**src/rtl/bcd_disp_pkg.sv**
```systemverilog
// Shared constants for the BCD event counter and its 7-segment display.
// Segment codes are active low in {g,f,e,d,c,b,a} order.
package bcd_disp_pkg;

    // Default build parameters for the display block
    localparam int DIGITS_DEF = 4;
    localparam int SCAN_W_DEF = 16;

    // Active-low segment patterns for decimal digits and the blank glyph
    localparam logic [6:0] SEG_0     = 7'h40;
    localparam logic [6:0] SEG_1     = 7'h79;
    localparam logic [6:0] SEG_2     = 7'h24;
    localparam logic [6:0] SEG_3     = 7'h30;
    localparam logic [6:0] SEG_4     = 7'h19;
    localparam logic [6:0] SEG_5     = 7'h12;
    localparam logic [6:0] SEG_6     = 7'h02;
    localparam logic [6:0] SEG_7     = 7'h78;
    localparam logic [6:0] SEG_8     = 7'h00;
    localparam logic [6:0] SEG_9     = 7'h10;
    localparam logic [6:0] SEG_BLANK = 7'h7F;

endpackage

```
**src/rtl/bcd_seg_decode.sv**
```systemverilog
// Combinational BCD to active-low 7-segment decoder.
// Codes 10..15 cannot occur in a BCD counter and are shown as blank.
module bcd_seg_decode
    import bcd_disp_pkg::*;
(
    input  logic [3:0] i_bcd,
    output logic [6:0] o_seg
);

    // Map one BCD digit to its segment pattern, blanking illegal codes
    always_comb begin
        o_seg = SEG_BLANK;
        case (i_bcd)
            4'd0:    o_seg = SEG_0;
            4'd1:    o_seg = SEG_1;
            4'd2:    o_seg = SEG_2;
            4'd3:    o_seg = SEG_3;
            4'd4:    o_seg = SEG_4;
            4'd5:    o_seg = SEG_5;
            4'd6:    o_seg = SEG_6;
            4'd7:    o_seg = SEG_7;
            4'd8:    o_seg = SEG_8;
            4'd9:    o_seg = SEG_9;
            default: o_seg = SEG_BLANK;
        endcase
    end

endmodule

```
**src/rtl/bcd_event_display.sv**
```systemverilog
// Counts rising edges of the upstream FSM's cnt level in a DIGITS-wide BCD
// counter and drives a time-multiplexed common-anode 7-segment display.
// Optional feature macro: BCD_LZB_EN enables leading-zero blanking.
module bcd_event_display
    import bcd_disp_pkg::*;
#(
    parameter int DIGITS = DIGITS_DEF,
    parameter int SCAN_W = SCAN_W_DEF
) (
    input  logic                  clk,
    input  logic                  rst,
    input  logic                  cnt,
    input  logic                  clr,
    output logic [4*DIGITS-1:0]   value,
    output logic                  ovf,
    output logic [DIGITS-1:0]     an,
    output logic [6:0]            seg
);

    localparam int IDX_W = (DIGITS > 1) ? $clog2(DIGITS) : 1;

    logic                r_cntQ;
    logic [4*DIGITS-1:0] r_value;
    logic                r_ovf;
    logic [SCAN_W-1:0]   r_pre;
    logic [IDX_W-1:0]    r_idx;
    logic [DIGITS-1:0]   r_an;
    logic [6:0]          r_seg;

    logic                w_evt;
    logic [4*DIGITS-1:0] w_nextValue;
    logic                w_carryOut;
    logic [3:0]          w_digit;
    logic [6:0]          w_segDec;
    logic                w_blank;

    assign w_evt = cnt & ~r_cntQ;

    // Delay cnt by one cycle; reset to 1 so a level held through reset is not an edge
    always_ff @(posedge clk) begin
        if (rst) begin
            r_cntQ <= 1'b1;
        end else begin
            r_cntQ <= cnt;
        end
    end

    // Ripple an increment through the BCD digits, 9 rolling to 0 with carry
    always_comb begin
        logic carry;
        w_nextValue = r_value;
        carry       = 1'b1;
        for (int k = 0; k < DIGITS; k++) begin
            if (carry) begin
                if (r_value[4*k +: 4] == 4'd9) begin
                    w_nextValue[4*k +: 4] = 4'd0;
                end else begin
                    w_nextValue[4*k +: 4] = r_value[4*k +: 4] + 4'd1;
                    carry                 = 1'b0;
                end
            end
        end
        w_carryOut = carry;
    end

    // Count register: clear beats an event, and a wrap pulses ovf for one cycle
    always_ff @(posedge clk) begin
        if (rst) begin
            r_value <= '0;
            r_ovf   <= 1'b0;
        end else if (clr) begin
            r_value <= '0;
            r_ovf   <= 1'b0;
        end else if (w_evt) begin
            r_value <= w_nextValue;
            r_ovf   <= w_carryOut;
        end else begin
            r_ovf   <= 1'b0;
        end
    end

    // Free-running prescaler; the digit index steps once per full prescaler period
    always_ff @(posedge clk) begin
        if (rst) begin
            r_pre <= '0;
            r_idx <= '0;
        end else begin
            r_pre <= r_pre + 1'b1;
            if (&r_pre) begin
                if (r_idx == IDX_W'(DIGITS - 1)) begin
                    r_idx <= '0;
                end else begin
                    r_idx <= r_idx + 1'b1;
                end
            end
        end
    end

    // Select the digit currently being scanned out of the count register
    always_comb begin
        w_digit = 4'd0;
        for (int k = 0; k < DIGITS; k++) begin
            if (r_idx == IDX_W'(k)) begin
                w_digit = r_value[4*k +: 4];
            end
        end
    end

    bcd_seg_decode u_decode (
        .i_bcd (w_digit),
        .o_seg (w_segDec)
    );

`ifdef BCD_LZB_EN
    logic [DIGITS-1:0] w_upperZero;

    // A non-zero position is blanked when it and every more significant digit are zero
    always_comb begin
        w_upperZero             = '0;
        w_upperZero[DIGITS-1]   = (r_value[4*(DIGITS-1) +: 4] == 4'd0);
        for (int k = DIGITS - 2; k >= 0; k--) begin
            w_upperZero[k] = w_upperZero[k+1] && (r_value[4*k +: 4] == 4'd0);
        end
        w_blank = 1'b0;
        for (int k = 1; k < DIGITS; k++) begin
            if (r_idx == IDX_W'(k)) begin
                w_blank = w_upperZero[k];
            end
        end
    end
`else
    assign w_blank = 1'b0;
`endif

    // Register anode enable and segment pattern for the currently scanned digit
    always_ff @(posedge clk) begin
        if (rst) begin
            r_an  <= '1;
            r_seg <= SEG_BLANK;
        end else begin
            r_an  <= ~(DIGITS'(1) << r_idx);
            r_seg <= w_blank ? SEG_BLANK : w_segDec;
        end
    end

    assign value = r_value;
    assign ovf   = r_ovf;
    assign an    = r_an;
    assign seg   = r_seg;

endmodule

```
**config.mk**
```make
export PLATFORM = sky130hd
export DESIGN_NAME = bcd_event_display
export DESIGN_NICKNAME = d
export VERILOG_FILES = /design/src/rtl/bcd_disp_pkg.sv /design/src/rtl/bcd_seg_decode.sv /design/src/rtl/bcd_event_display.sv
export SDC_FILE = /design/constraint.sdc
export NUM_CORES = 1
export LEC_CHECK = 0
export ABC_CLOCK_PERIOD_IN_PS = 2000
export CORE_MARGIN = 5
export CORE_UTILIZATION = 45
export DETAILED_ROUTE_END_ITERATION = 10
export DONT_BUFFER_PORTS = 1
export GPL_TIMING_DRIVEN = 1
export HOLD_SLACK_MARGIN = 0.03
export PLACE_DENSITY = 0.64
export REMOVE_ABC_BUFFERS = 1
export SYNTH_ARGS = -nofsm -noshare
export SYNTH_HDL_FRONTEND = slang
export SYNTH_SLANG_ARGS = --single-unit
```
**constraint.sdc**
```tcl
create_clock -name clk -period 2 [get_ports clk]
set_input_delay 0.4 -clock clk [delete_from_list [all_inputs] [get_ports clk]]
set_output_delay 0.4 -clock clk [all_outputs]
set_load 0.05 [all_outputs]
```
---- After elaboration in Yosys (flattened, before gate mapping) ----
Memory sizes are Yosys's and may differ from the RTL's. A register that Yosys moved wholly into a read port is not among the register bits.
Cells that the tools add are included.
word-level totals
  register bits after elaboration ......... 40
  memory bits (read-only) ................. 112
  bits of input ports ..................... 4
  output and inout bits ................... 28
  logic and storage cells ................. 51
  memories ................................ 1
operators by class
  add/subtract/negate cells ............... 6
  equality and inequality tests ........... 7
  shifts and indexed selects .............. 1
  mux-type cells .......................... 15
  bitwise logic cells ..................... 5
  reduce and logical (&&, ||, !) cells .... 7
memory list
  name              depth  bits a word  read ports  clocked after memory_dff  write ports  RTL line              RTL
  (name not given)  16     7            1           1                         0            bcd_seg_decode.sv:13  case (i_bcd)
operators with widths
  operator                                             number
  two-way mux 4 bit                                    8
  adder 16 x 1 -> 16 bit, second input constant        1
  adder 4 x 1 -> 4 bit, second input constant          4
  equality test 4 bit, second input constant           4
  AND reduction 16 bit                                 1
  two-way mux 1 bit                                    6
  AND reduction 2 bit                                  3
  equality test 2 bit, second input constant           2
  inverter 4 bit                                       1
  OR reduction 4 bit                                   1
  << shifter 1 x 2 -> 4 bit, first input constant      1
  inverter 1 bit                                       3
  adder 2 x 1 -> 2 bit, second input constant          1
  equality test 2 x 1 -> 1 bit, second input constant  1
  logical NOT 2 bit                                    1
  two-way mux 2 bit                                    1
  OR reduction 2 bit                                   1
  bitwise AND 1 bit                                    1

---- Depth between registers and ports, before layout ----
Gate-level depths: netlist of the first run.
  depth in word-level cells ............... 6
  gate-level depth with buffers ........... 8
  mapped depth without buffers ............ 8

---- Cells and area by module ----
A second synthesis of the first run with hierarchy kept.
unflattened totals
  cells, all modules ...................... 270
  area total of the unflattened synthesis .. 2313.5 µm²
by module, submodules not included
  module             times used  cells an instance  area an instance (µm²)  sequential area each (µm²)
  bcd_event_display  1           237                2103.3                  940.9
  bcd_seg_decode     1           33                 210.2                   0.0

---- Worst setup path before layout of the first run ----
OpenSTA, ideal clock, no wires.
  path type ............................... register to register
  start ................................... register r_value[4], in the netlist value[4]
  end ..................................... register r_seg[1], in the netlist seg[1]
  setup time .............................. 0.114 ns
  data arrival time ....................... 1.971 ns
  required time ........................... 1.886 ns
  setup slack ............................. -0.085 ns
  stages on the path, launching flop included .. 7
  buffers on the path ..................... 1
  period minus slack after synthesis ...... 2.085 ns
  cell sequence ........................... dfxtp_1 > buf_2 > a211oi_1 > a221oi_2 > ha_1 > a21o_1 > a21o_1
between the ends
  longest elaborated chain between the ends .. 3
ends and longest elaborated chain
  what                            RTL line                  RTL
  start, declared                 bcd_event_display.sv:23   logic [4*DIGITS-1:0] r_value;
  start signal, assigned          bcd_event_display.sv:75   r_value <= w_nextValue;
  two-way mux 4 bit (3 in a row)  bcd_event_display.sv:103  if (r_idx == IDX_W'(k)) begin
  end, declared                   bcd_event_display.sv:28   logic [6:0] r_seg;
No other way between the ends.
A chain may end at the register's enable or synchronous reset.

---- Worst setup path in the final report of the first run ----
  start ................................... register r_idx[0]
  end ..................................... register r_seg[4], in the netlist seg[4]
between the ends
  longest elaborated chain between the ends .. 5
  elaborated cells on any way between the ends .. 8
  classes of those cells .................. eq/ne: 3; mux: 4; reduce/logical: 1
ends and longest elaborated chain
  what                            RTL line                  RTL
  start, declared                 bcd_event_display.sv:26   logic [IDX_W-1:0] r_idx;
  start signal, assigned          bcd_event_display.sv:93   r_idx <= r_idx + 1'b1;
  logical NOT 2 bit               bcd_event_display.sv:103
  two-way mux 4 bit (3 in a row)  bcd_event_display.sv:103
  two-way mux 4 bit (*)           bcd_event_display.sv:103
Mark *: on every way between the ends. The rest lies on a longest branch, timed or not.

==> impl_metrics.json, run 1 <==
{
  "hold_class": "input pin to flop",
  "critPathKind": "flop to flop",
  "nFillCells": 490,
  "port_buffers": 0,
  "cts_made_buffers": 5,
  "slew_headroom_pct": 66.7,
  "p_comb_share_pct": 2.0,
  "min_from": "rst",
  "internal-power_mw": 1.37,
  "clock.fmax_ghz": 0.527,
  "ys_warn_count": 0,
  "synthCells": 257,
  "core-area_um2": 5010,
  "worst_slew_pin_slew_ns": 0.499,
  "cp-end-kind": "flop",
  "rr_startpoint": "r_idx[0]$_SDFFE_PP0P_",
  "dieArea_um2": 6620,
  "synth-async-reset-ratio_pct": 0,
  "grt_first_pass_wirelength_um": 8140,
  "vias_per_cell": 5.25,
  "regArea_um2": 941,
  "p_leak_nw": 1.03,
  "grt_pass1_vias": 1747,
  "initialDrtViolationCount": 139,
  "hpwl_um": 3390,
  "power.switching_mw": 0.372,
  "power-per-cell-area_nw_per_um2": 656,
  "synth_area_um2": 2290,
  "critPathRequiredTime_ns": 2.19,
  "reg2reg_slack_ns": 0.10,
  "yosysSeqAreaShare_pct": 41.1,
  "nNetsFinal": 289,
  "area_growth_pct": 16.1,
  "multiInputGateArea_um2": 1280,
  "n_antenna_cell": 0,
  "power_frac_seq_pct": 56.7,
  "grt-ovfl-total": 0,
  "final_layout_size_suffix_gt1_share_pct": 20.4,
  "cts_tree": "built",
  "synth_edf_count": 0,
  "track_usage_pct": 15.7,
  "switching_share_pct": 21.3,
  "setup_viol": 0,
  "ys_seq_elements": 47,
  "hold_slack_ns": 0.158,
  "start_util_pct": 45.7,
  "period_share_pct": 94.9,
  "worst_skew_pair.late_latency_ns": 0.30,
  "fin_setup_tns_ns": 0,
  "slew_violations": 0,
  "grt_max_degree": 37,
  "pin_count": 32,
  "drc": 0,
  "synthFlopType": "dfxtp_1",
  "worstSetupStartpoint": "r_idx[0]$_SDFFE_PP0P_",
  "first_pass_iters": 4,
  "drtAntennaViolNets": 0,
  "fin_crit_ns": 1.90,
  "run_status": "completed",
  "die_w_um": 81.4,
  "startpoint_type": "flop",
  "clockPowerShare_pct": 41.2,
  "pre_cts_slack_ns": 0.00371,
  "routabilityCongestion": 0.801,
  "hold_violations": 0,
  "clk_pin_slew_worst_paths_ns": 0.08,
  "vias": 1837,
  "clockRootBuffer": "clkbuf_8",
  "die_h_um": 81.4,
  "vdd_drop_max_uv": 443,
  "arrival_ns": 2.09,
  "rsz0062_at_grt": "yes",
  "cp_max_fo": 9,
  "synth_cell_types": 48,
  "clkSinkCount": 47,
  "syn-mean-instance-area_um2": 8.91,
  "antenna_found_initial": 0,
  "maxCapViolations": 0,
  "utilization_pct": 53.1,
  "synth_top_area_cell": "dfxtp_1",
  "skew_ns": 0.00803,
  "synth.top_cell.area_share_pct": 41.1,
  "synth_area_leaders": "dfxtp_1 (41%), nor2_1 (4.6%), ha_1 (3.3%), a21oi_1 (3.1%), xnor2_1 (3.1%)",
  "row_count": 26,
  "timing.final.ws_setup_ns": 0.103,
  "cts_max_level": 2,
  "finalWirelength_um": 4740,
  "p_total_mw": 1.75,
  "wire_per_inst_um": 13.5,
  "clock_path_buffers": 2
}
-- final timing paths --
check	to	cells past startpoint
hold / removal	r_pre[0]$_SDFF_PP0_	1
hold reg to reg	r_pre[0]$_SDFF_PP0_	1
setup reg to reg	seg[4]$_SDFF_PP1_	7
setup / recovery	seg[4]$_SDFF_PP1_	7
-- critical path, stage by stage, from the launching register on --
cell      delay (ns)
dfxtp_1         0.35
inv_1           0.10
ha_2            0.28
or3b_2          0.48
o211ai_1        0.10
buf_4           0.15
nand2_1         0.05
a211o_1         0.28
-- power groups by stage --
stage               sequential, mW  clock, mW  combinational, mW
floorplan                     1.01          0             0.0269
global placement              1.01          0             0.0350
detailed placement            1.01          0             0.0356
CTS                          0.991      0.741             0.0361
global route                 0.992      0.781             0.0424
finish                       0.990      0.720             0.0355
-- layout make-up --
type	instances	area share (%)
clock buffer	6	3.10
clock inverter	2	1.32
inverter	11	1.55
multi-input combinational	188	48.0
sequential	47	35.4
tap	70	3.29
timing repair buffer	26	7.34
-- cells in the final DEF (no fill, tap or decap), drive strengths merged, types with 4 or more instances in the layout --
cell | Yosys | layout
nand2b | 5 | 5
or3 | 6 | 6
nor2 | 28 | 28
nand2 | 11 | 11
o21ai | 11 | 11
a21oi | 14 | 14
buf | 5 | 26
ha | 6 | 6
and3 | 6 | 6
a211oi | 4 | 4
clkbuf | 6 | 6
nor2b | 10 | 10
nand3 | 7 | 7
nor3b | 7 | 7
nand3b | 4 | 4
xor2 | 8 | 8
inv | 11 | 11
dfxtp | 47 | 47
nand4 | 10 | 10
xnor2 | 8 | 8
a21o | 5 | 5
-- sequential cells by signal (all words and copies together), names as in the netlist --
signal,count
r_pre,16
value,16
seg,7
an,4
r_idx,2
ovf,1
r_cntQ,1
-- per-layer routing --
layer / GRT usage, % / share of wire [%]
met5: 0 / 0
met4: 3.55 / 0.46
met3: 5.21 / 4.9
met2: 25.8 / 47
met1: 20.0 / 48
-- cells in the mapped netlist, types with 3 or more instances --
cell       n
xnor2_1    8
nor2b_1   10
o21ai_0   11
nand3b_1   4
ha_1       6
mux2i_1    3
nand4_1    9
or2_2      3
or4_1      3
and3_1     6
clkbuf_1   6
inv_1     11
xor2_1     8
nand2_1   11
or3_1      4
nor3_1     3
buf_2      4
a211oi_1   3
nor2_1    28
a21oi_1   14
dfxtp_1   47
nand3_1    7
a21o_1     5
nand2b_1   5
a211o_1    3
nor3b_1    6
-- repair_timing --
action / 4_1_cts / 5_1_grt
buffers inserted: 2 / 0
setup endpoints to repair: 1 / 4
pin swaps: 1 / 0
gates resized for setup: 0 / 6
gates cloned: 0 / 0
endpoints found under the hold margin: 0 / 0
hold buffers: 0 / 0
-- stage by stage --
| stage | cells | area [um^2] |
|---|---|---|
| 2_1_floorplan | 246 | 2240 |
| 3_3_place_gp | 340 | 2500 |
| 3_5_place_dp | 340 | 2500 |
| 4_1_cts | 350 | 2640 |
| 5_1_grt | 350 | 2660 |
| 6_report | 350 | 2660 |
-- cells by family (layout without fill, tap and decap cells) --
kind of cell,Yosys count,count (layout),share of synthesized area [%]
simple gates,112,112,28.5
compound gates,49,49,14.6
flops,47,47,41.1
buf+inv,22,45,4.15
xor+xnor,16,16,6.12
fa+ha+maj,6,6,3.28
mux,5,5,2.29
Note: power is estimated with default switching activity, not from simulation.
==> run 2: changes to the inputs <==
- CORE_MARGIN: 5 -> default
- GPL_TIMING_DRIVEN: 1 -> default
- PLACE_DENSITY: 0.64 -> 0.65
==> impl_metrics.json, run 2 (synthesized netlist as in run 1, its figures left out) <==
{
  "met3_usage_pct": 5.08,
  "initialDrtViolationCount": 131,
  "power.switching_mw": 0.348,
  "cts_tree": "built",
  "worst_skew_pair.late_latency_ns": 0.29,
  "row_count": 25,
  "p_leak_nw": 1.01,
  "dieArea_um2": 5380,
  "pin_count": 32,
  "cts-hold-fix-buffers": 0,
  "startpoint_type": "flop",
  "worst_slew_pin_slew_ns": 0.503,
  "clock.fmax_ghz": 0.528,
  "area_growth_pct": 14.9,
  "layout_commonest_cell": "dfxtp_1",
  "slowest_delay_ns": 0.49,
  "core-area_um2": 4820,
  "clk_pin_slew_worst_paths_ns": 0.08,
  "cp-end-kind": "flop",
  "hold_class": "input pin to flop",
  "busiest_layer": "met2",
  "wire_per_inst_um": 13.2,
  "grt_first_pass_wirelength_um": 7690,
  "skew_ns": 0.00729,
  "clock_path_buffers": 2,
  "nFillCells": 470,
  "placedInstanceArea_um2": 2490,
  "clkSinkCount": 47,
  "p_total_mw": 1.63,
  "critPathKind": "flop to flop",
  "hold_violations": 0,
  "vdd_drop_max_uv": 416,
  "grt-ovfl-total": 0,
  "setup_viol": 0,
  "vias_per_cell": 5.32,
  "slowest_stage": "or3b_2",
  "fin_crit_ns": 1.90,
  "path_cells": "inv_1, ha_2, or3b_2, o211ai_1, buf_4, nand2_1, a211o_1",
  "clockRootBuffer": "clkbuf_8",
  "grt.met1_usage_pct": 25.3,
  "nNetsFinal": 287,
  "n_antenna_cell": 0,
  "first_pass_iters": 4,
  "die_w_um": 73.4,
  "internal-power_mw": 1.28,
  "met2_usage_pct": 28.3,
  "mostFrequentLayoutCells": "dfxtp_1 (46), nor2_1 (28), buf_4 (24)",
  "routabilityCongestion": 0.810,
  "grt_max_degree": 37,
  "cts_made_buffers": 5,
  "slew_violations": 0,
  "multiInputGateArea_um2": 1280,
  "p_comb_share_pct": 2.2,
  "critPathRequiredTime_ns": 2.18,
  "power_frac_seq_pct": 60.6,
  "final_area_um2": 2630,
  "die_h_um": 73.4,
  "port_buffers": 0,
  "start_util_pct": 47.6,
  "final_layout_size_suffix_gt1_share_pct": 19.8,
  "switching_share_pct": 21.3,
  "run_status": "completed",
  "drc": 0,
  "track_usage_pct": 18.5,
  "vias": 1836,
  "cts_max_level": 2,
  "drtAntennaViolNets": 0,
  "antenna_found_initial": 0,
  "power-per-cell-area_nw_per_um2": 620,
  "grt_pass1_vias": 1674,
  "slew_headroom_pct": 66.4,
  "finalWirelength_um": 4540,
  "hpwl_um": 3310,
  "cp_max_fo": 9,
  "clockPowerShare_pct": 37.2,
  "maxCapViolations": 0,
  "arrival_ns": 2.08,
  "regArea_um2": 942,
  "period_share_pct": 94.8
}
==> run 2: through the flow <==
stage / hold WS (ns) / setup TNS [ns] / util [%] / worst slack, ns / std cells
finish: 0.168 / 0 / 54.6 / 0.105 / 345
global route: 0.150 / -0.00222 / 54.6 / -0.00222 / 345
CTS: 0.154 / 0 / 53.8 / 0.0159 / 344
detailed placement: 0.462 / 0 / 51.8 / 0.0371 / 336
global placement: 0.443 / 0 / 51.8 / 0.0697 / 336
floorplan: 0.430 / -0.0959 / - / -0.0653 / 246
==> run 2: worst max-delay path: cells and delay by family, from the launching register on <==
kind	cells	cell delay [ns]
buf+inv	2	0.25
flops	1	0.35
simple gates	2	0.54
compound gates	2	0.37
fa+ha+maj	1	0.28
==> run 2: final timing paths <==
path                          from                  end  slack, ns  depth (start not counted)
max          r_idx[0]$_SDFFE_PP0P_    seg[4]$_SDFF_PP1_       0.10                          7
min                            rst  r_pre[0]$_SDFF_PP0_       0.17                          1
max reg2reg  r_idx[0]$_SDFFE_PP0P_    seg[4]$_SDFF_PP1_       0.10                          7
min reg2reg    r_pre[0]$_SDFF_PP0_  r_pre[0]$_SDFF_PP0_       0.47                          1
==> run 2: timing repair <==
action | in CTS | in global routing
gates resized for setup | 0 | 8
hold endpoints to repair | 0 | 0
setup buffers | 0 | 1
endpoints found under the setup margin | 0 | 6
==> run 2: routing by layer <==
| metal | vias up | part of all wire [%] | routed length (um) |
|---|---|---|---|
| met2 | 37 | 45 | 2060 |
| li1 | 948 | - | - |
| met4 | 0 | 0.59 | 27 |
| met1 | 849 | 50 | 2270 |
| met5 | - | 0 | 0 |
| met3 | 2 | 3.8 | 174 |
==> run 2: layout make-up <==
class | instances | share of cell area [%]
timing repair buffer | 24 | 6.84
clock buffer | 8 | 3.80
tap | 67 | 3.18
inverter | 11 | 1.57
multi-input combinational | 188 | 48.8
sequential | 47 | 35.8
==> run 2: power by group through the flow <==
stage	registers, mW	clock network (mW)	logic, mW
2_1_floorplan	1.01	0	0.0269
3_3_place_gp	1.01	0	0.0356
3_5_place_dp	1.01	0	0.0368
4_1_cts	0.990	0.632	0.0372
5_1_grt	0.991	0.671	0.0413
6_report	0.989	0.607	0.0365
